## src/rtl/roi_pkg.sv

```systemverilog
// Shared ROI definitions: corner field layout, FSM states,
// normalised corner bundle and the normalise/validate helpers.
package roi_pkg;

  localparam int X_MSB = 26;
  localparam int X_LSB = 16;
  localparam int Y_MSB = 9;
  localparam int Y_LSB = 0;
  localparam int XF_W  = X_MSB - X_LSB + 1;
  localparam int YF_W  = Y_MSB - Y_LSB + 1;

  typedef enum logic {
    IDLE = 1'b0,
    RUN  = 1'b1
  } state_e;

  typedef struct packed {
    logic [XF_W-1:0] left;
    logic [XF_W-1:0] right;
    logic [YF_W-1:0] top;
    logic [YF_W-1:0] bottom;
  } corner_t;

  function automatic corner_t roi_norm(
    input logic [X_MSB:0] a,
    input logic [X_MSB:0] b
  );
    corner_t         c;
    logic [XF_W-1:0] xa;
    logic [XF_W-1:0] xb;
    logic [YF_W-1:0] ya;
    logic [YF_W-1:0] yb;
    xa = a[X_MSB:X_LSB];
    xb = b[X_MSB:X_LSB];
    ya = a[Y_MSB:Y_LSB];
    yb = b[Y_MSB:Y_LSB];
    c.left   = (xa < xb) ? xa : xb;
    c.right  = (xa < xb) ? xb : xa;
    c.top    = (ya < yb) ? ya : yb;
    c.bottom = (ya < yb) ? yb : ya;
    return c;
  endfunction

  // Corners are 1-based; min must be non-zero, max within the frame.
  function automatic logic roi_valid(
    input corner_t c,
    input int      w,
    input int      h
  );
    return (c.left != '0) && (c.top != '0) &&
           (int'(32'(c.right)) <= w) &&
           (int'(32'(c.bottom)) <= h);
  endfunction

endpackage

```

## src/rtl/roi_raster_cnt.sv

```systemverilog
// 1-based x/y raster counter; steps once per pixel beat and
// wraps to (1,1) after (WIDTH,HEIGHT).
module roi_raster_cnt #(
  parameter int WIDTH  = 800,
  parameter int HEIGHT = 600,
  localparam int XW    = $clog2(WIDTH + 1),
  localparam int YW    = $clog2(HEIGHT + 1)
) (
  input  logic          clk_i,
  input  logic          arst_i,
  input  logic          step_i,
  input  logic          clear_i,
  output logic [XW-1:0] x_o,
  output logic [YW-1:0] y_o,
  output logic          frame_end_o
);

  localparam logic [XW-1:0] XMAX = XW'(WIDTH);
  localparam logic [YW-1:0] YMAX = YW'(HEIGHT);

  logic [XW-1:0] x_q, x_d;
  logic [YW-1:0] y_q, y_d;
  logic          x_wrap;

  assign x_wrap      = (x_q == XMAX);
  assign frame_end_o = x_wrap && (y_q == YMAX);
  assign x_o         = x_q;
  assign y_o         = y_q;

  // Next position: clear wins, otherwise advance on a step.
  always_comb begin
    x_d = x_q;
    y_d = y_q;
    if (clear_i) begin
      x_d = XW'(1);
      y_d = YW'(1);
    end else if (step_i) begin
      if (x_wrap) begin
        x_d = XW'(1);
        y_d = frame_end_o ? YW'(1) : y_q + YW'(1);
      end else begin
        x_d = x_q + XW'(1);
      end
    end
  end

  // Position registers, reset to the first pixel.
  always_ff @(posedge clk_i or posedge arst_i) begin
    if (arst_i) begin
      x_q <= XW'(1);
      y_q <= YW'(1);
    end else begin
      x_q <= x_d;
      y_q <= y_d;
    end
  end

endmodule

```

## src/rtl/roi_expand_axis.sv

```systemverilog
// Re-expands an ROI-only pixel stream into a full raster frame,
// padding everything outside the window with FILL.
module roi_expand_axis
  import roi_pkg::*;
#(
  parameter int WIDTH      = 800,
  parameter int HEIGHT     = 600,
  parameter int BIT_DATA_O = 8,
  parameter int BIT_COORD  = 32,
  parameter logic [BIT_DATA_O-1:0] FILL = '0
) (
  input  logic                  clk_i,
  input  logic                  arst_i,
  input  logic                  en_i,
  input  logic [BIT_COORD-1:0]  xy_0_i,
  input  logic [BIT_COORD-1:0]  xy_1_i,
  input  logic [BIT_DATA_O-1:0] tdata_i,
  input  logic                  tvalid_i,
  input  logic                  tlast_i,
  output logic                  tready_o,
  output logic [BIT_DATA_O-1:0] tdata_o,
  output logic                  tvalid_o,
  input  logic                  tready_i,
  output logic                  tuser_o,
  output logic                  tlast_o,
  output logic                  err_o
);

  localparam int XW = $clog2(WIDTH + 1);
  localparam int YW = $clog2(HEIGHT + 1);

  state_e        state_q, state_d;
  corner_t       corner_q, corner_d;
  logic          ok_q, ok_d;
  logic          err_q, err_d;
  logic          latch;
  logic          run;
  logic          in_win;
  logic          beat;
  logic          sof;
  logic          eof;
  logic          roi_end;
  logic [XW-1:0] x_w;
  logic [YW-1:0] y_w;
  logic          unused_hi;

  assign unused_hi = ^{xy_0_i[BIT_COORD-1:X_MSB+1],
                       xy_1_i[BIT_COORD-1:X_MSB+1]};

  roi_raster_cnt #(
    .WIDTH  (WIDTH),
    .HEIGHT (HEIGHT)
  ) u_cnt (
    .clk_i       (clk_i),
    .arst_i      (arst_i),
    .step_i      (beat),
    .clear_i     (~run),
    .x_o         (x_w),
    .y_o         (y_w),
    .frame_end_o (eof)
  );

  assign run = (state_q == RUN);
  assign sof = (x_w == XW'(1)) && (y_w == YW'(1));

  assign in_win = ok_q &&
    (32'(x_w) >= 32'(corner_q.left))  &&
    (32'(x_w) <= 32'(corner_q.right)) &&
    (32'(y_w) >= 32'(corner_q.top))   &&
    (32'(y_w) <= 32'(corner_q.bottom));

  assign roi_end = (32'(x_w) == 32'(corner_q.right)) &&
                   (32'(y_w) == 32'(corner_q.bottom));

  assign beat = run && tready_i && (in_win ? tvalid_i : 1'b1);

  assign err_o = err_q;

  // FSM next state, corner latch, error detect and stream muxing.
  always_comb begin
    state_d  = state_q;
    corner_d = corner_q;
    ok_d     = ok_q;
    err_d    = 1'b0;
    latch    = 1'b0;
    tvalid_o = 1'b0;
    tready_o = 1'b0;
    tdata_o  = FILL;
    tuser_o  = 1'b0;
    tlast_o  = 1'b0;
    case (state_q)
      IDLE: begin
        if (en_i) begin
          latch   = 1'b1;
          state_d = RUN;
        end
      end
      RUN: begin
        tuser_o = sof;
        tlast_o = eof;
        if (in_win) begin
          tvalid_o = tvalid_i;
          tdata_o  = tdata_i;
          tready_o = tready_i;
        end else begin
          tvalid_o = 1'b1;
        end
        if (beat && in_win && (tlast_i != roi_end)) begin
          err_d = 1'b1;
        end
        if (beat && eof) begin
          if (en_i) begin
            latch = 1'b1;
          end else begin
            state_d = IDLE;
          end
        end
      end
      default: state_d = IDLE;
    endcase
    if (latch) begin
      corner_d = roi_norm(xy_0_i[X_MSB:0], xy_1_i[X_MSB:0]);
      ok_d     = roi_valid(corner_d, WIDTH, HEIGHT);
      if (!ok_d) begin
        err_d = 1'b1;
      end
    end
  end

  // State, latched corners and the one-cycle error pulse.
  always_ff @(posedge clk_i or posedge arst_i) begin
    if (arst_i) begin
      state_q  <= IDLE;
      corner_q <= '0;
      ok_q     <= 1'b0;
      err_q    <= 1'b0;
    end else begin
      state_q  <= state_d;
      corner_q <= corner_d;
      ok_q     <= ok_d;
      err_q    <= err_d;
    end
  end

endmodule
```

## config.mk

```make
export PLATFORM = sky130hd
export DESIGN_NAME = roi_expand_axis
export DESIGN_NICKNAME = d
export VERILOG_FILES = /design/src/rtl/roi_pkg.sv /design/src/rtl/roi_raster_cnt.sv /design/src/rtl/roi_expand_axis.sv
export SDC_FILE = /design/constraint.sdc
export NUM_CORES = 1
export LEC_CHECK = 0
export ABC_CLOCK_PERIOD_IN_PS = 4520
export CORE_MARGIN = 2
export CORE_UTILIZATION = 60
export CTS_BUF_LIST = sky130_fd_sc_hd__clkbuf_8
export DETAILED_ROUTE_END_ITERATION = 10
export HOLD_SLACK_MARGIN = 0.1
export PLACE_DENSITY = 0.89
export SLEW_MARGIN = 20
export SYNTH_ARGS = -nofsm -noshare
export SYNTH_HDL_FRONTEND = slang
export SYNTH_SLANG_ARGS = --single-unit
export TNS_END_PERCENT = 1
```

## constraint.sdc

```tcl
create_clock -name clk_i -period 4.52 [get_ports clk_i]
set_input_delay 1.356 -clock clk_i [delete_from_list [all_inputs] [get_ports clk_i]]
set_output_delay 1.356 -clock clk_i [all_outputs]
set_load 0.05 [all_outputs]
```

* Word level (Yosys, flattened, before mapping)
Index checks and enable logic that the tools add are counted. W data, S select, Z words.
Cells by class: $add $sub $neg 2, $lt $le $gt $ge 8, eq/ne operators 9, multiplexer cells 28, bitwise logic cells 1, reduce and logical (&&, ||, !) cells 18
Operators by type and width (count):
- $mux W10 | 9
- $mux W11 | 2
- $add A10 B1 Y10 const B | 2
- $eq A10 B1 Y1 const B | 2
- $eq A10 B10 Y1 const B | 2
- $mux W8 | 2
- $logic_and A1 B1 Y1 | 15
- $mux W1 | 13
- $eq A10 B11 Y1 | 1
- $ge A10 B11 Y1 | 1
- $le A10 B11 Y1 | 1
- $le A11 B10 Y1 const B | 1
- $lt A11 B11 Y1 | 1
- $reduce_bool A11 Y1 | 1
- $eq A10 B10 Y1 | 1
- $ge A10 B10 Y1 | 1
- $le A10 B10 Y1 | 1
- $le A10 B10 Y1 const B | 1
- $lt A10 B10 Y1 | 1
- $reduce_bool A10 Y1 | 1
- $ne A2 B1 Y1 const B | 2
- $pmux W1 S2 | 2
- $reduce_and A2 Y1 | 1
- $ne A1 B1 Y1 | 1
- $not A1 Y1 | 1
Storage, ports and cells: bits in registers 65, output and inout port bits 13, word-level logic and storage cells 75

* Depth between registers and ports, before layout
depth in word-level cells 13, depth in mapped cells 13, mapped depth without buffers 10

* Modules after synthesis
A second synthesis with hierarchy kept.
Second synthesis, totals: cells, all modules 550, area total of the unflattened synthesis 5166.2 um^2
Modules (own cells, without submodules):
- roi_expand_axis | times used 1, cells each 418, area an instance 3948.8 um^2, seq. area each 1126.1 um^2
- roi_raster_cnt | times used 1, cells each 132, area an instance 1217.4 um^2, seq. area each 503.0 um^2

* Least setup slack after synthesis
Ideal clock, no wire load.
path kind register to output, start register u_cnt.x_q[0], in the netlist u_cnt.x_o[0], end output port tvalid_o, arrival time 2.695 ns, data required time 3.164 ns, path slack 0.469 ns, stages on the path, launching flop included 11, path buffers 2, cells stage by stage dfstp_2 -> inv_1 -> ha_1 -> nand3_1 -> nor3_2 -> o32a_1 -> o21a_1 -> and4_1 -> buf_4 -> clkbuf_1 -> a21oi_1
Between the ends: word-level cells in the longest chain between the ends 7, elaborated cells between the ends (all ways) 8
Ends and longest elaborated chain:
- start: declaration | line roi_raster_cnt.sv:21 | logic [XW-1:0] x_q, x_d;
- start signal: assignment | line roi_raster_cnt.sv:50 | x_q <= XW'(1);
- start signal: assignment | line roi_raster_cnt.sv:53 | x_q <= x_d;
- $ge A10 B11 Y1 | line roi_expand_axis.sv:67 | (32'(x_w) >= 32'(corner_q.left)) &&
- $logic_and A1 B1 Y1 | line roi_expand_axis.sv:66 | assign in_win = ok_q &&
- $logic_and A1 B1 Y1 * | line roi_expand_axis.sv:67
- $logic_and A1 B1 Y1 * | line roi_expand_axis.sv:68 | (32'(x_w) <= 32'(corner_q.right)) &&
- $logic_and A1 B1 Y1 * | line roi_expand_axis.sv:69 | (32'(y_w) >= 32'(corner_q.top)) &&
- $mux W1 * | line roi_expand_axis.sv:101 | if (in_win) begin
- $mux W1 * | line roi_expand_axis.sv:91 | case (state_q)
- end: declaration | line roi_expand_axis.sv:22 | output logic tvalid_o,
Every way passes the cells marked *; elsewhere a longest branch is shown, timed or not.

* Worst setup path in the final report
start register u_cnt.y_q[7], in the netlist u_cnt.y_o[7], end output port tdata_o[3]
Between the ends: word-level cells in the longest chain between the ends 5, elaborated cells between the ends (all ways) 6
Ends and longest elaborated chain:
- start: declaration | line roi_raster_cnt.sv:22 | logic [YW-1:0] y_q, y_d;
- start signal: assignment | line roi_raster_cnt.sv:54 | y_q <= y_d;
- $ge A10 B10 Y1 | line roi_expand_axis.sv:69
- $logic_and A1 B1 Y1 | line roi_expand_axis.sv:68
- $logic_and A1 B1 Y1 * | line roi_expand_axis.sv:69
- $mux W8 * | line roi_expand_axis.sv:101
- $mux W8 * | line roi_expand_axis.sv:91
- end: declaration | line roi_expand_axis.sv:21 | output logic [BIT_DATA_O-1:0] tdata_o,
Marked as above.

==> results.py <==
metrics = {
    "synthesis": {
        "synth_ff_type": "dfrtp_1",
        "synth.distinct_cells": 59,
        "synth-seq-area-share_pct": 31.4,
        "syn_nets": 705,
        "synth_edf_count": 0,
        "syn_avg_cell_area_um2": 9.22,
        "syn_inst": 562,
        "syn_area_um2": 5180,
        "ys_top_cells_by_area": "dfrtp_1 30%, ha_1 16%, mux2i_1 13%, inv_1 4.8%, a21oi_1 3.7%",
        "yosysTopAreaCell": "dfrtp_1",
        "yosys-top-cells-count": "66 x inv_1, 66 x mux2i_1, 65 x ha_1",
        "synth_top_area_share_pct": 30.4,
        "synth_warnings": 0,
        "synth-seq-cells": 65,
        "synth-async-reset-ratio_pct": 100,
    },
    "setup_path": {
        "worstPathMaxFanout": 16,
        "critPathKind": "reg2out",
        "worstSetupStartpointType": "flip-flop",
        "crit_chain": "ha_1 > nand4_1 > nor3_1 > and3_1 > a31o_2 > and4_1 > and3_1 > buf_4",
        "r2r-start": "u_cnt.x_o[0]",
        "slowest_stage": "and4_1",
        "worstSetupStartpoint": "u_cnt.y_o[7]",
        "crit_path_end_kind": "output port",
        "path_common_cell": "and3_1",
        "arrival_ns": 2.96,
        "slowest_delay_ns": 0.50,
        "rrSetupSlack_ns": 1.12,
        "endpoint": "tdata_o[3]",
        "rr_worst_depth": 11,
        "timing.rr.end": "corner_q[29]",
        "cp_data_required_time_ns": 3.16,
    },
    "detailed_routing": {
        "drc_errors": 0,
        "drtAntennaViolNets": 0,
        "wl_per_cell_um": 17.9,
        "drt_iter0_drc": 299,
        "viasPerCell": 6.24,
        "first_pass_iters": 4,
        "vias": 4650,
        "drt_wl_total_um": 13300,
    },
    "timing": {
        "slew_viol_final": 0,
        "finClkSkew_ns": 0.00921,
        "max_slew_margin_pct": 37.3,
        "finalWorstPathRequiredPeriod_ns": 4.32,
        "hold_slack_ns": 0.522,
        "min_period_over_period_pct": 95.6,
        "worstMarginPinSlew_ns": 0.940,
        "fin_tns_setup_ns": 0,
        "hold_viol_final": 0,
        "setup_viol": 0,
        "rsz0062_at_grt": "false",
        "max_clock_freq_ghz": 0.231,
    },
    "clocking": {
        "clk_path_buf_depth": 2,
        "numCtsBuffers": 9,
        "postCtsHoldBufs": 0,
        "cts.htree.levels": 3,
        "path_clk_slew_ns": 0.07,
        "cts_root_buf": "clkbuf_8",
        "cts_resized": 0,
        "cts_setup_buffers": 0,
        "cts_tree": "built",
        "clock_sinks": 65,
        "clk_latency_ns": 0.35,
    },
    "cells_and_area": {
        "drive_above_1_share_pct": 8.91,
        "antenna_cells": 0,
        "num-nets-final": 778,
        "syn_to_final_growth_pct": 18.9,
        "stdcell_area_um2": 6160,
    },
    "floorplanning": {
        "core_um2": 8300,
        "rows": 33,
        "die_area_um2": 9390,
        "die-height_um": 96.9,
        "start_util_pct": 62.4,
        "die_width_um": 96.9,
        "io_pins": 91,
    },
    "pwr": {
        "power_w": 0.00195,
        "power_density_nw_per_um2": 316,
        "p_leak_nw": 3.02,
        "peakVddDrop_mv": 0.181,
    },
    "global_routing": {
        "grt_pass1_vias": 4834,
        "grt_overflow": 0,
        "track_usage_pct": 29.8,
        "antenna_found_initial": 0,
        "grt_pass1_wl_um": 23100,
        "grt_max_degree": 54,
    },
    "place": {
        "post-dp-hpwl_um": 9910,
        "io_buffers": 68,
        "placed_area_um2": 5950,
        "gp_congestion": 0.890,
    },
    "min_path": {
        "hold_path_class": "reg2reg",
    },
    "run_status": {
        "outcome": "finished, final reports clean",
    },
    "flow_run": {
        "max_cap_viol_count": 0,
    },
}
==> critical path, delay by kind of cell (launching register included) <==
| family | cells | cell delay [ns] |
|---|---|---|
| compound gates | 1 | 0.14 |
| fa+ha+maj | 1 | 0.34 |
| buf+inv | 1 | 0.20 |
| flops | 1 | 0.49 |
| simple gates | 5 | 1.44 |
==> per-stage QoR <==
| stage | utilization, % | cells | setup WS, ns |
|---|---|---|---|
| 6_report | 74.2 | 745 | 0.200 |
| 5_1_grt | 74.2 | 745 | 0.0291 |
| 4_1_cts | 74.2 | 745 | 0.225 |
| 3_5_place_dp | 71.7 | 729 | 0.200 |
| 3_3_place_gp | 71.7 | 729 | 0.311 |
| 2_1_floorplan | - | 562 | 0.469 |
==> registers in the layout (all words and copies together), names as in the netlist <==
name and count:
corner_q 42, u_cnt.x_o 10, u_cnt.y_o 10, err_o 1
ok_q 1, run 1
==> layout make-up <==
type | count | area (um^2)
multi-input combinational | 412 | 3180
sequential | 65 | 1630
fill | 562 | 2140
inverter | 67 | 253
clock buffer | 9 | 124
timing repair buffer | 80 | 758
clock inverter | 7 | 80.1
tap | 105 | 131
==> layer usage <==
metal	GRT usage, %	part of all wire (%)	vias up
met5	0	0	-
met2	49.5	48	192
met1	39.1	44	2255
met3	4.19	5.5	32
li1	-	-	2171
met4	12.4	2.6	0
==> cells in the final DEF (no fill, tap or decap), types with 4 or more instances in the layout <==
| cell type | count |
|---|---|
| inv_1 | 69 |
| o21ai_0 | 18 |
| dfrtp_1 | 63 |
| mux2_2 | 8 |
| a31oi_1 | 17 |
| buf_4 | 21 |
| a21oi_1 | 38 |
| nand2b_1 | 11 |
| nand2_1 | 33 |
| nor2_1 | 36 |
| clkdlybuf4s50_1 | 58 |
| nor3_1 | 7 |
| nand4_1 | 8 |
| ha_1 | 65 |
| clkbuf_8 | 9 |
| nor4_1 | 7 |
| mux2i_1 | 66 |
| o211ai_1 | 4 |
| o21a_1 | 5 |
| a21o_1 | 6 |
| nand3_1 | 10 |
| mux2_4 | 4 |
| and3_1 | 15 |
==> cell families (layout without fill, tap and decap cells) <==
kind of cell | count (synthesis) | count (layout) | synth area share, %
flops | 65 | 65 | 31.4
fa+ha+maj | 65 | 65 | 15.7
xor+xnor | 3 | 3 | 0.507
buf+inv | 85 | 163 | 7.24
simple gates | 150 | 150 | 15.4
compound gates | 116 | 116 | 14.1
mux | 78 | 78 | 15.6
==> how the worst min path moves through the flow <==
stage,cells after the start,startpoint,endpoint,slack [ns]
2_1_floorplan,1,ok_q,ok_q,0.48
3_3_place_gp,1,ok_q,ok_q,0.50
3_5_place_dp,1,corner_q[10],corner_q[10],0.50
4_1_cts,1,corner_q[10],corner_q[10],0.52
5_1_grt,1,corner_q[0],corner_q[0],0.54
6_report,1,corner_q[10],corner_q[10],0.52
==> report_power, final <==
| group | total (W) | internal [W] | switching, W |
|---|---|---|---|
| sequential | 0.000778 | 0.000681 | 0.0000973 |
| combinational | 0.000638 | 0.000288 | 0.000350 |
| clock | 0.000530 | 0.000302 | 0.000228 |
Note: power is estimated with default switching activity, not from simulation.
==> patch (same flow settings) <==
Remove the register `err_q`: a continuous assignment takes its place, so the output `err_o` follows one clock earlier.
--- a/src/rtl/roi_expand_axis.sv
+++ b/src/rtl/roi_expand_axis.sv
@@ -133,13 +133,13 @@
       state_q  <= IDLE;
       corner_q <= '0;
       ok_q     <= 1'b0;
-      err_q    <= 1'b0;
     end else begin
       state_q  <= state_d;
       corner_q <= corner_d;
       ok_q     <= ok_d;
-      err_q    <= err_d;
     end
   end
 
+  assign err_q = err_d;
+
 endmodule
Check against the original RTL: not equivalent (Yosys sat finds a counterexample within 4 cycles, from zero or initial values and one cycle with arst_i high).
==> patch against the unedited design <==
The flow now finishes with violations (setup timing). Routed wire length grew 16%. Clock power is 6.0% lower. Sequential share of layout area decreased by 2.8 points. Sequential cell count down 1. Power up 2.7%. Worst setup slack got worse by 0.42 ns. Final area rose by 10%. Area after synthesis shrank 0.48%.
==> patch: results (changes against the unedited design) <==
** Status
- Outcome :: finished, violations left
- The checks that failed: setup timing.

** GRT
- Overall routing resource usage :: 33.8% (+4.0 points)
- The global-route wire length before repair was 25800 µm (+12%).

** Route
- The count of routing violations after the opening detailed-route iteration is 452 (+51%).
- Final wirelength :: 15500 µm (+16%)
- Per-cell via count in the routed design :: 6.25 (+0.11%)
- Number of detailed-routing iterations run before antenna repair :: 5 (+1)

** Placed design
- The worst-case setup slack after placement was -0.744 ns (-0.944 ns).
- Number of cells in the design after placement :: 788 (+8.1%)
- Routability congestion estimate :: 0.932 (+4.7%)
- Instance area at placement :: 0.00642 mm² (+7.9%)
- Detailed placer's ending HPWL :: 11000 µm (+11%)

** Setup path
- Following the worst setup path forward leads to its endpoint at err_o.
- The delay of the slowest cell on the worst path is 0.57 ns (+0.07 ns).
- FF-to-FF path depth :: 10 (-1)
- Arrival time of the worst setup path :: 3.38 ns (+0.42 ns)
- For this design, the slowest cell found on the critical path is sky130_fd_sc_hd__or4_1.
- Origin of the worst setup path :: xy_1_i[18]
- Startpoint of the most critical register-to-register path :: u_cnt.y_o[6]$_DFFE_PP0P_
- Minimum setup slack among reg-to-reg paths :: 1.05 ns (-0.07 ns)
- Crit path max fanout :: 3 (-13)

** Timing
- Setup TNS :: -0.218 ns (-0.218 ns)
- Relative slew margins :: 42.3% (+5.0 points)
- The final setup violation count came to 1 (+1).
- Skew final :: 0.00923 ns (+0.0000152 ns)
- Final WS setup :: -0.218 ns (-0.418 ns)

** Power
- Power consumed by the clock network :: 0.498 mW (-6.0%)
- Power density cells :: 295 mW/mm² (-6.7%)
- The peak supply drop came to 0.000155 V (-15%).
- Logic pwr share :: 36.8% (+4.0 points)
- The switching part of the total power came to 36.7% (+2.1 points).
- Leakage power of the design :: 3.37 nW (+12%)

** Synthesis
- Top cells by count, synth :: sky130_fd_sc_hd__inv_1, sky130_fd_sc_hd__mux2i_1, sky130_fd_sc_hd__ha_1
- Number of cells produced by synthesis :: 561 (-0.18%)
- Syn nets :: 704 (-0.14%)

** Clock network
- Clk_lat worst skew :: 0.36 ns

** Cells and area
- The share of post-route cells with drive strength above 1 was 25.5% (+17 points).
- The layout net count was 845 (+8.6%).
[patch: changes by cell type after synthesis, sizes merged]
cell   before  now
dfrtp      63   62
[patch: worst min path at each step]
stage                                           to  slack (ns)  cells past startpoint
final                     corner_q[10]$_DFFE_PP0P_        0.52                      1
after floorplan                   ok_q$_DFFE_PP0P_        0.48                      1
after global routing      corner_q[20]$_DFFE_PP0P_        0.55                      1
after CTS                 corner_q[20]$_DFFE_PP0P_        0.52                      1
after detailed placement  corner_q[10]$_DFFE_PP0P_        0.51                      1
after global placement    corner_q[31]$_DFFE_PP0P_        0.50                      1
[patch: timing repair]
| action | CTS | global route |
|---|---|---|
| gates resized for setup | 102 | 23 |
| pin swaps | 17 | 10 |
| endpoints found under the setup margin | 1 | 10 |
| setup buffers | 7 | 1 |
[patch: layer usage]
layer  global-route usage, %  part of all wire [%]  vias to the layer above  wire [µm]
met1                    41.9                    39                     2428       6030
li1                        -                     -                     2301          -
met3                    6.00                   7.2                       66       1120
met4                    12.5                   3.2                        0        499
met2                    58.9                    51                      279       7880
met5                       0                     0                        -          0
[patch: logic make-up (layout without fill, tap and decap cells)]
family          Yosys count  count (layout)  synth area share, %
simple gates            150             150                 15.5
compound gates          116             116                 14.1
fa+ha+maj                65              65                 15.8
buf+inv                  85             231                 7.28
flops                    64              64                 31.1
mux                      78              78                 15.7
xor+xnor                  3               3                0.510
[patch: final cells by class]
| class | count | area [µm²] |
|---|---|---|
| sequential | 64 | 1600 |
| inverter | 67 | 254 |
| timing repair buffer | 148 | 1210 |
| clock buffer | 9 | 124 |
| multi-input combinational | 412 | 3380 |
| clock inverter | 7 | 72.6 |
| tap | 105 | 131 |
| fill | 431 | 1480 |
[patch: worst max-delay path: cells and delay by family]
family	cells	cell delay (ns)
simple gates	2	0.79
compound gates	4	0.68
buf+inv	3	0.55
